[src/rtl/pipe_front_ctrl_if.sv]
// Front-end pipeline control bus: hazard controls, fetch/decode inputs and the
// registered PC, IF/ID, ID/EX and statistics outputs of pipe_front_ctrl.
// Modports: master = the surrounding pipeline (drives controls and fetch data),
//           slave  = pipe_front_ctrl (drives the registered state outputs).
interface pipe_front_ctrl_if #(
  parameter int PC_WIDTH    = 32,
  parameter int INSTR_WIDTH = 32,
  parameter int CTRL_WIDTH  = 10,
  parameter int CNT_WIDTH   = 16
);
  // hazard unit controls
  logic                   PC_WriteEn;
  logic                   IFID_WriteEn;
  logic                   Stall_flush;
  // branch resolution from ID
  logic                   Branch_taken;
  logic [PC_WIDTH-1:0]    Branch_target;
  // fetch and decode data
  logic [INSTR_WIDTH-1:0] IF_instr;
  logic [CTRL_WIDTH-1:0]  ID_ctrl;
  // registered pipeline state
  logic [PC_WIDTH-1:0]    PC;
  logic [INSTR_WIDTH-1:0] IFID_instr;
  logic [PC_WIDTH-1:0]    IFID_pc4;
  logic                   IFID_valid;
  logic [CTRL_WIDTH-1:0]  IDEX_ctrl;
  logic                   IDEX_valid;
  // statistics and encoding check
  logic [CNT_WIDTH-1:0]   stall_count;
  logic [CNT_WIDTH-1:0]   flush_count;
  logic                   protocol_err;

  modport master (
    output PC_WriteEn, IFID_WriteEn, Stall_flush, Branch_taken, Branch_target,
           IF_instr, ID_ctrl,
    input  PC, IFID_instr, IFID_pc4, IFID_valid, IDEX_ctrl, IDEX_valid,
           stall_count, flush_count, protocol_err
  );

  modport slave (
    input  PC_WriteEn, IFID_WriteEn, Stall_flush, Branch_taken, Branch_target,
           IF_instr, ID_ctrl,
    output PC, IFID_instr, IFID_pc4, IFID_valid, IDEX_ctrl, IDEX_valid,
           stall_count, flush_count, protocol_err
  );
endinterface

[src/rtl/pipe_front_ctrl.sv]
// Purpose: owns PC, IF/ID and ID/EX control registers; applies hazard stalls,
//          bubbles and branch redirects/flushes; keeps stall/flush statistics.
// Latency/backpressure: IF/ID loads 1 cycle after PC, ID/EX 1 cycle later; a
//          stall freezes PC and IF/ID and injects an ID/EX bubble.
// Ports: clk, reset (sync, active-high), bus (pipe_front_ctrl_if.slave).
module pipe_front_ctrl #(
  parameter int                  PC_WIDTH    = 32,
  parameter int                  INSTR_WIDTH = 32,
  parameter int                  CTRL_WIDTH  = 10,
  parameter logic [PC_WIDTH-1:0] RESET_PC    = '0,
  parameter int                  CNT_WIDTH   = 16
) (
  input  logic              clk,
  input  logic              reset,
  pipe_front_ctrl_if.slave  bus
);

  localparam logic [2:0] ENC_RUN   = 3'b110;
  localparam logic [2:0] ENC_STALL = 3'b001;

  logic [PC_WIDTH-1:0]    pc_q, pc_d;
  logic [INSTR_WIDTH-1:0] ifid_instr_q, ifid_instr_d;
  logic [PC_WIDTH-1:0]    ifid_pc4_q, ifid_pc4_d;
  logic                   ifid_valid_q, ifid_valid_d;
  logic [CTRL_WIDTH-1:0]  idex_ctrl_q, idex_ctrl_d;
  logic                   idex_valid_q, idex_valid_d;
  logic [CNT_WIDTH-1:0]   stall_cnt_q, stall_cnt_d;
  logic [CNT_WIDTH-1:0]   flush_cnt_q, flush_cnt_d;
  logic                   perr_q, perr_d;

  logic [2:0]             enc;
  logic                   illegal;
  logic                   eff_stall;
  logic [PC_WIDTH-1:0]    pc_plus4;

  assign enc       = {bus.PC_WriteEn, bus.IFID_WriteEn, bus.Stall_flush};
  assign illegal   = (enc != ENC_RUN) && (enc != ENC_STALL);
  // Anything that is not a clean run is handled as a stall so a corrupted
  // hazard encoding can never let a dependent instruction slip through.
  assign eff_stall = (enc != ENC_RUN);
  assign pc_plus4  = pc_q + PC_WIDTH'(4);

  always_comb begin
    pc_d         = pc_q;
    ifid_instr_d = ifid_instr_q;
    ifid_pc4_d   = ifid_pc4_q;
    ifid_valid_d = ifid_valid_q;
    idex_ctrl_d  = idex_ctrl_q;
    idex_valid_d = idex_valid_q;
    stall_cnt_d  = stall_cnt_q;
    flush_cnt_d  = flush_cnt_q;
    perr_d       = perr_q | illegal;

    if (eff_stall) begin
      // Branch is deliberately ignored here; it re-resolves next cycle.
      idex_ctrl_d  = '0;
      idex_valid_d = 1'b0;
      if (stall_cnt_q != '1) stall_cnt_d = stall_cnt_q + CNT_WIDTH'(1);
    end else if (bus.Branch_taken) begin
      pc_d         = bus.Branch_target;
      ifid_instr_d = '0;
      ifid_pc4_d   = '0;
      ifid_valid_d = 1'b0;
      idex_ctrl_d  = bus.ID_ctrl;
      idex_valid_d = ifid_valid_q;
      if (flush_cnt_q != '1) flush_cnt_d = flush_cnt_q + CNT_WIDTH'(1);
    end else begin
      pc_d         = pc_plus4;
      ifid_instr_d = bus.IF_instr;
      ifid_pc4_d   = pc_plus4;
      ifid_valid_d = 1'b1;
      idex_ctrl_d  = ifid_valid_q ? bus.ID_ctrl : '0;
      idex_valid_d = ifid_valid_q;
    end
  end

  always_ff @(posedge clk) begin
    if (reset) begin
      pc_q         <= RESET_PC;
      ifid_instr_q <= '0;
      ifid_pc4_q   <= '0;
      ifid_valid_q <= 1'b0;
      idex_ctrl_q  <= '0;
      idex_valid_q <= 1'b0;
      stall_cnt_q  <= '0;
      flush_cnt_q  <= '0;
      perr_q       <= 1'b0;
    end else begin
      pc_q         <= pc_d;
      ifid_instr_q <= ifid_instr_d;
      ifid_pc4_q   <= ifid_pc4_d;
      ifid_valid_q <= ifid_valid_d;
      idex_ctrl_q  <= idex_ctrl_d;
      idex_valid_q <= idex_valid_d;
      stall_cnt_q  <= stall_cnt_d;
      flush_cnt_q  <= flush_cnt_d;
      perr_q       <= perr_d;
    end
  end

  assign bus.PC           = pc_q;
  assign bus.IFID_instr   = ifid_instr_q;
  assign bus.IFID_pc4     = ifid_pc4_q;
  assign bus.IFID_valid   = ifid_valid_q;
  assign bus.IDEX_ctrl    = idex_ctrl_q;
  assign bus.IDEX_valid   = idex_valid_q;
  assign bus.stall_count  = stall_cnt_q;
  assign bus.flush_count  = flush_cnt_q;
  assign bus.protocol_err = perr_q;

endmodule

[src/flat_wrapper.sv]
// flat-port wrapper written by rule: the top's interface ports become plain ports
module pipe_front_ctrl_flat 
#(
  parameter int                  PC_WIDTH    = 32,
  parameter int                  INSTR_WIDTH = 32,
  parameter int                  CTRL_WIDTH  = 10,
  parameter logic [PC_WIDTH-1:0] RESET_PC    = '0,
  parameter int                  CNT_WIDTH   = 16
)
  (clk, reset, bus_PC_WriteEn, bus_IFID_WriteEn, bus_Stall_flush, bus_Branch_taken, bus_Branch_target, bus_IF_instr, bus_ID_ctrl, bus_PC, bus_IFID_instr, bus_IFID_pc4, bus_IFID_valid, bus_IDEX_ctrl, bus_IDEX_valid, bus_stall_count, bus_flush_count, bus_protocol_err);
  pipe_front_ctrl_if #(.PC_WIDTH(PC_WIDTH), .INSTR_WIDTH(INSTR_WIDTH), .CTRL_WIDTH(CTRL_WIDTH), .CNT_WIDTH(CNT_WIDTH)) bus_i ();
  input  logic clk;
  input  logic reset;
  input wire logic [$bits(bus_i.PC_WriteEn)-1:0] bus_PC_WriteEn;
  input wire logic [$bits(bus_i.IFID_WriteEn)-1:0] bus_IFID_WriteEn;
  input wire logic [$bits(bus_i.Stall_flush)-1:0] bus_Stall_flush;
  input wire logic [$bits(bus_i.Branch_taken)-1:0] bus_Branch_taken;
  input wire logic [$bits(bus_i.Branch_target)-1:0] bus_Branch_target;
  input wire logic [$bits(bus_i.IF_instr)-1:0] bus_IF_instr;
  input wire logic [$bits(bus_i.ID_ctrl)-1:0] bus_ID_ctrl;
  output wire logic [$bits(bus_i.PC)-1:0] bus_PC;
  output wire logic [$bits(bus_i.IFID_instr)-1:0] bus_IFID_instr;
  output wire logic [$bits(bus_i.IFID_pc4)-1:0] bus_IFID_pc4;
  output wire logic [$bits(bus_i.IFID_valid)-1:0] bus_IFID_valid;
  output wire logic [$bits(bus_i.IDEX_ctrl)-1:0] bus_IDEX_ctrl;
  output wire logic [$bits(bus_i.IDEX_valid)-1:0] bus_IDEX_valid;
  output wire logic [$bits(bus_i.stall_count)-1:0] bus_stall_count;
  output wire logic [$bits(bus_i.flush_count)-1:0] bus_flush_count;
  output wire logic [$bits(bus_i.protocol_err)-1:0] bus_protocol_err;
  assign bus_i.PC_WriteEn = bus_PC_WriteEn;
  assign bus_i.IFID_WriteEn = bus_IFID_WriteEn;
  assign bus_i.Stall_flush = bus_Stall_flush;
  assign bus_i.Branch_taken = bus_Branch_taken;
  assign bus_i.Branch_target = bus_Branch_target;
  assign bus_i.IF_instr = bus_IF_instr;
  assign bus_i.ID_ctrl = bus_ID_ctrl;
  assign bus_PC = bus_i.PC;
  assign bus_IFID_instr = bus_i.IFID_instr;
  assign bus_IFID_pc4 = bus_i.IFID_pc4;
  assign bus_IFID_valid = bus_i.IFID_valid;
  assign bus_IDEX_ctrl = bus_i.IDEX_ctrl;
  assign bus_IDEX_valid = bus_i.IDEX_valid;
  assign bus_stall_count = bus_i.stall_count;
  assign bus_flush_count = bus_i.flush_count;
  assign bus_protocol_err = bus_i.protocol_err;
  pipe_front_ctrl #(.PC_WIDTH(PC_WIDTH), .INSTR_WIDTH(INSTR_WIDTH), .CTRL_WIDTH(CTRL_WIDTH), .RESET_PC(RESET_PC), .CNT_WIDTH(CNT_WIDTH)) u_core (.clk(clk), .reset(reset), .bus(bus_i));
endmodule
[config.mk]
export PLATFORM = sky130hd
export DESIGN_NAME = pipe_front_ctrl_flat
export DESIGN_NICKNAME = d
export VERILOG_FILES = /design/src/rtl/pipe_front_ctrl_if.sv /design/src/rtl/pipe_front_ctrl.sv /design/src/flat_wrapper.sv
export SDC_FILE = /design/constraint.sdc
export NUM_CORES = 1
export LEC_CHECK = 0
export CORE_MARGIN = 2
export CORE_UTILIZATION = 46
export CTS_CLUSTER_SIZE = 30
export DETAILED_ROUTE_END_ITERATION = 16
export PLACE_DENSITY_LB_ADDON = 0.15
export SLEW_MARGIN = 0
export SYNTH_ARGS = -nofsm -noshare
export SYNTH_HDL_FRONTEND = slang
export SYNTH_SLANG_ARGS = --single-unit
[constraint.sdc]
create_clock -name clk -period 2.7 [get_ports clk]
set_input_delay 0.54 -clock clk [delete_from_list [all_inputs] [get_ports clk]]
set_output_delay 0.54 -clock clk [all_outputs]
set_load 0.02 [all_outputs]
# ---- Word-level counts from Yosys, hierarchy flattened
# Index checks and enable logic that the tools add are counted.
dict set report op_classes {
  n_bitwise 2
  addsub 3
  muxes 6
  eq_ne 4
  n_reduce_logical 4
}
# operator count
set ops {}
lappend ops {{$mux W32} 3}
lappend ops {{$add A16 B1 Y16 const B} 2}
lappend ops {{$add A32 B3 Y32 const B} 1}
lappend ops {{$ne A16 B16 Y1 const B} 2}
lappend ops {{$mux W10} 2}
lappend ops {{$ne A3 B1 Y1 const B} 1}
lappend ops {{$ne A3 B3 Y1 const B} 1}
lappend ops {{$reduce_and A3 Y1} 1}
lappend ops {{$reduce_and A2 Y1} 1}
lappend ops {{$reduce_or A2 Y1} 1}
lappend ops {{$logic_and A1 B1 Y1} 1}
lappend ops {{$mux W1} 1}
lappend ops {{$not A1 Y1} 1}
lappend ops {{$or A1 B1 Y1} 1}
dict set report word_totals {
  wordCells 28
  register_bits 141
}

# ---- Depth between registers and ports, before layout
dict set report depth {
  depth_word 3
  ltp_mapped 7
  depth_no_buf 6
}

# ---- Least setup slack after synthesis
# Ideal clock, no wire load.
dict set report synth_path {
  path_kind {register to register}
  start {reg u_core.pc_q[9], in the netlist u_core.bus.PC[9]}
  end {reg u_core.pc_q[30], in the netlist u_core.bus.PC[30]}
  required_time_ns 2.626
  setup_slack_ns 0.545
  synth_period_minus_slack_ns 2.155
  arrival_time_ns 2.080
  setup_ns 0.074
  path_stages_with_launch 8
  n_path_buf 2
  cell_sequence {dfxtp_1 > buf_4 > and4_1 > buf_4 > nand4_4 > or4_4 > or4_1 > a31oi_1}
}
dict set report synth_via {
  elab_chain_len 2
}
# item line_no
set synth_rtl {}
lappend synth_rtl {{start: declaration} pipe_front_ctrl.sv:21} ;# logic [PC_WIDTH-1:0] pc_q, pc_d;
lappend synth_rtl {{start signal: assignment} pipe_front_ctrl.sv:89} ;# pc_q <= pc_d;
lappend synth_rtl {{$add A32 B3 Y32} pipe_front_ctrl.sv:41} ;# assign pc_plus4 = pc_q + PC_WIDTH'(4);
lappend synth_rtl {{$mux W32} pipe_front_ctrl.sv:59} ;# end else if (bus.Branch_taken) begin
# Every way passes these cells.
# A chain may end at the register's enable or synchronous reset.

# ---- Final worst setup path
dict set report layout_path {
  start {reg u_core.pc_q[5], in the netlist u_core.bus.PC[5]}
  end {reg u_core.pc_q[30], in the netlist u_core.bus.PC[30]}
}
# The elaborated chain is that of the path after synthesis.

==> impl_metrics.tcl <==
set metrics [dict create \
    die_h_microns 122 \
    area_growth_pct 46.5 \
    grt_pass1_wl_mm 28.2 \
    vias 6405 \
    cts_setup_buffers 0 \
    hold_class "input pin to flop" \
    post-dp-hpwl_mm 12.4 \
    critPathSlowestCell "or4_4" \
    drtIter0Drc 625 \
    yosysSeqAreaShare 0.441 \
    clkLatencyLatePin_ns 0.42 \
    clock_skew_ns 0.00495 \
    synth_cell_types 48 \
    design_area_sq_um 9370 \
    clk_pin_slew_ns 0.06 \
    h-tree-depth 4 \
    n_antenna_cell 0 \
    powerDensity_nw_per_um2 525 \
    critical_path.startpoint "u_core.bus.PC[5]$_SDFFE_PP0N_" \
    rsz0062_at_grt "false" \
    ff2ff_path_depth 5 \
    vdd_drop_max_mv 0.389 \
    worstReg2RegEnd "u_core.bus.PC[30]$_SDFFE_PP0N_" \
    overflow 0 \
    track_usage 0.239 \
    setup.worst_path.end "u_core.bus.PC[30]$_SDFFE_PP0N_" \
    finalMaxSlewViolations 0 \
    dieArea_sq_um 14900 \
    synth.avg_cell_area_sq_um 8.21 \
    tightestPinTransition_ns 0.737 \
    fin_nets 1065 \
    place_congestion 0.935 \
    syn_inst 779 \
    start_util 0.466 \
    vias_per_cell 5.46 \
    fin_setup_tns_ns 0 \
    synth_ff_type "dfxtp_1" \
    cts_tree "done" \
    finalSetupViolCount 0 \
    cp.arrival_ns 2.65 \
    antenna_left 0 \
    core_area_sq_um 13700 \
    r2r_setup_slack_ns 0.39 \
    io-pin-count 221 \
    mostFrequentLayoutCell "clkdlybuf4s50_1" \
    row_count 43 \
    antenna_found_initial 0 \
    root_buffer "clkbuf_16" \
    timing.rr.start "u_core.bus.PC[5]$_SDFFE_PP0N_" \
    io_buffers 220 \
    start_kind "flop" \
    power_mw 4.91 \
    final_layout_size_suffix_gt1_frac 0.0614 \
    grt_start_max_net_pins 68 \
    crit_fanout 8 \
    grt_pass1_vias 5709 \
    cts_resized 0 \
    finalHoldViolCount 0 \
    async_flop_share 0 \
    syn_area_sq_um 6390 \
    outcome "completed" \
    period_needed_ns 2.31 \
    yosysWarnings 0 \
    post-route-period-util 0.856 \
    fmax_ghz 0.433 \
    dr.pass1.iters 7 \
    wirelength_mm 18.0 \
    leakage_nw 3.44 \
    post_drt_wl_per_cell_microns 15.3 \
    maxCapViolations 0 \
    max_stage_delay_ns 0.56 \
    synth_edf_count 0 \
    placed_area_sq_um 8780 \
    die_w_microns 122 \
    max_slew_margin 0.508 \
    crit_type "flop to flop" \
    endpoint_kind "flop" \
    crit_required_ns 3.04 \
    finalNonFillerCells 1174 \
    path_cells "and4_1 > nand4_4 > or4_4 > or4_1 > a31oi_1" \
    synth_nets 862 \
    cts_buffers 17 \
    drc 0 \
    most-common-layout-cells "clkdlybuf4s50_1 (218), dfxtp_1 (141), nor2_1 (99)" \
    cts.sinks 141 \
    ys_ff_latch 141 \
    dpl.cell_count 1143 \
    clock_path_buffers 2 \
    ctsHoldBuffers 0 \
]
==> worst min path at each step <==
stage,startpoint,endpoint,slack [ns],cells after the start
after floorplan,u_core.bus.IFID_pc4[31]$_SDFFE_PP0N_,u_core.bus.IFID_pc4[31]$_SDFFE_PP0N_,0.52,2
after global placement,u_core.bus.IFID_pc4[16]$_SDFFE_PP0N_,u_core.bus.IFID_pc4[16]$_SDFFE_PP0N_,0.44,2
after detailed placement,u_core.bus.IFID_pc4[31]$_SDFFE_PP0N_,u_core.bus.IFID_pc4[31]$_SDFFE_PP0N_,0.44,2
after CTS,reset,u_core.bus.PC[15]$_SDFFE_PP0N_,0.29,2
after global routing,reset,u_core.bus.PC[15]$_SDFFE_PP0N_,0.31,2
final,reset,u_core.bus.PC[15]$_SDFFE_PP0N_,0.31,2
==> stage by stage <==
| step | hold WS (ns) | util | setup WS, ns |
|---|---|---|---|
| 2_1_floorplan | 0.524 | - | 0.545 |
| 3_3_place_gp | 0.435 | 0.640 | 0.208 |
| 3_5_place_dp | 0.442 | 0.640 | 0.197 |
| 4_1_cts | 0.293 | 0.683 | 0.411 |
| 5_1_grt | 0.305 | 0.683 | 0.290 |
| 6_report | 0.306 | 0.683 | 0.389 |
==> worst max-delay path: cells and delay by family (launching register included) <==
kind | cells | cell delay, ns
AO/OA/AOI/OAI | 1 | 0.19
AND/OR/NAND/NOR | 4 | 1.57
flip-flops | 1 | 0.47
==> registers in the layout, indices dropped and copies added, names as in the netlist <==
| name | count |
|---|---|
| u_core.bus.PC | 32 |
| u_core.bus.IFID_pc4 | 32 |
| u_core.bus.protocol_err | 1 |
| u_core.bus.IFID_valid | 1 |
| u_core.bus.IDEX_ctrl | 10 |
| u_core.bus.flush_count | 16 |
| u_core.bus.IFID_instr | 32 |
| u_core.bus.stall_count | 16 |
| u_core.bus.IDEX_valid | 1 |
==> metal layers <==
layer	global-route usage	share of wire	vias to the layer above
met3	0.0641	0.080	40
met5	0	0	-
li1	-	-	3161
met1	0.305	0.43	2962
met4	0.106	0.028	0
met2	0.380	0.46	242
==> where the power goes <==
part	internal (mW)	switching (mW)	total, mW	leakage, nW
clock	1.47	0.843	2.32	0.289
sequential	2.12	0.0469	2.16	1.14
combinational	0.227	0.209	0.435	2.02
total	3.82	1.10	4.91	3.44
==> cells by family (layout without fill, tap and decap cells) <==
kind of cell,after synthesis,count (layout),share of synthesized area
AND/OR/NAND/NOR,350,350,0.279
AO/OA/AOI/OAI,157,157,0.144
multiplexers,6,6,0.00939
flip-flops,141,141,0.441
XOR/XNOR,56,56,0.0767
buffers and inverters,66,281,0.0436
adder cells (fa/ha/maj),3,3,0.00587
==> synthesized netlist by cell type (all sizes together), types with 16 or more instances <==
cell type / instances / area [sq um]
a21oi: 63 / 315
a31oi: 16 / 100
and2: 16 / 100
and3: 52 / 325
clkbuf: 47 / 178
dfxtp: 141 / 2820
nand2: 66 / 248
nand3: 35 / 180
nand4: 26 / 193
nor2: 99 / 372
nor3: 19 / 95.1
o21ai: 39 / 195
xnor2: 30 / 263
xor2: 26 / 228
==> area by class of cell <==
cell class	instances	area (sq um)
clock buffer	25	505
clock inverter	6	82.6
fill	1130	4350
inverter	5	18.8
multi-input combinational	572	3290
sequential	141	2820
tap	180	225
timing repair buffer	245	2420
Power figures use the tool's default switching activity.
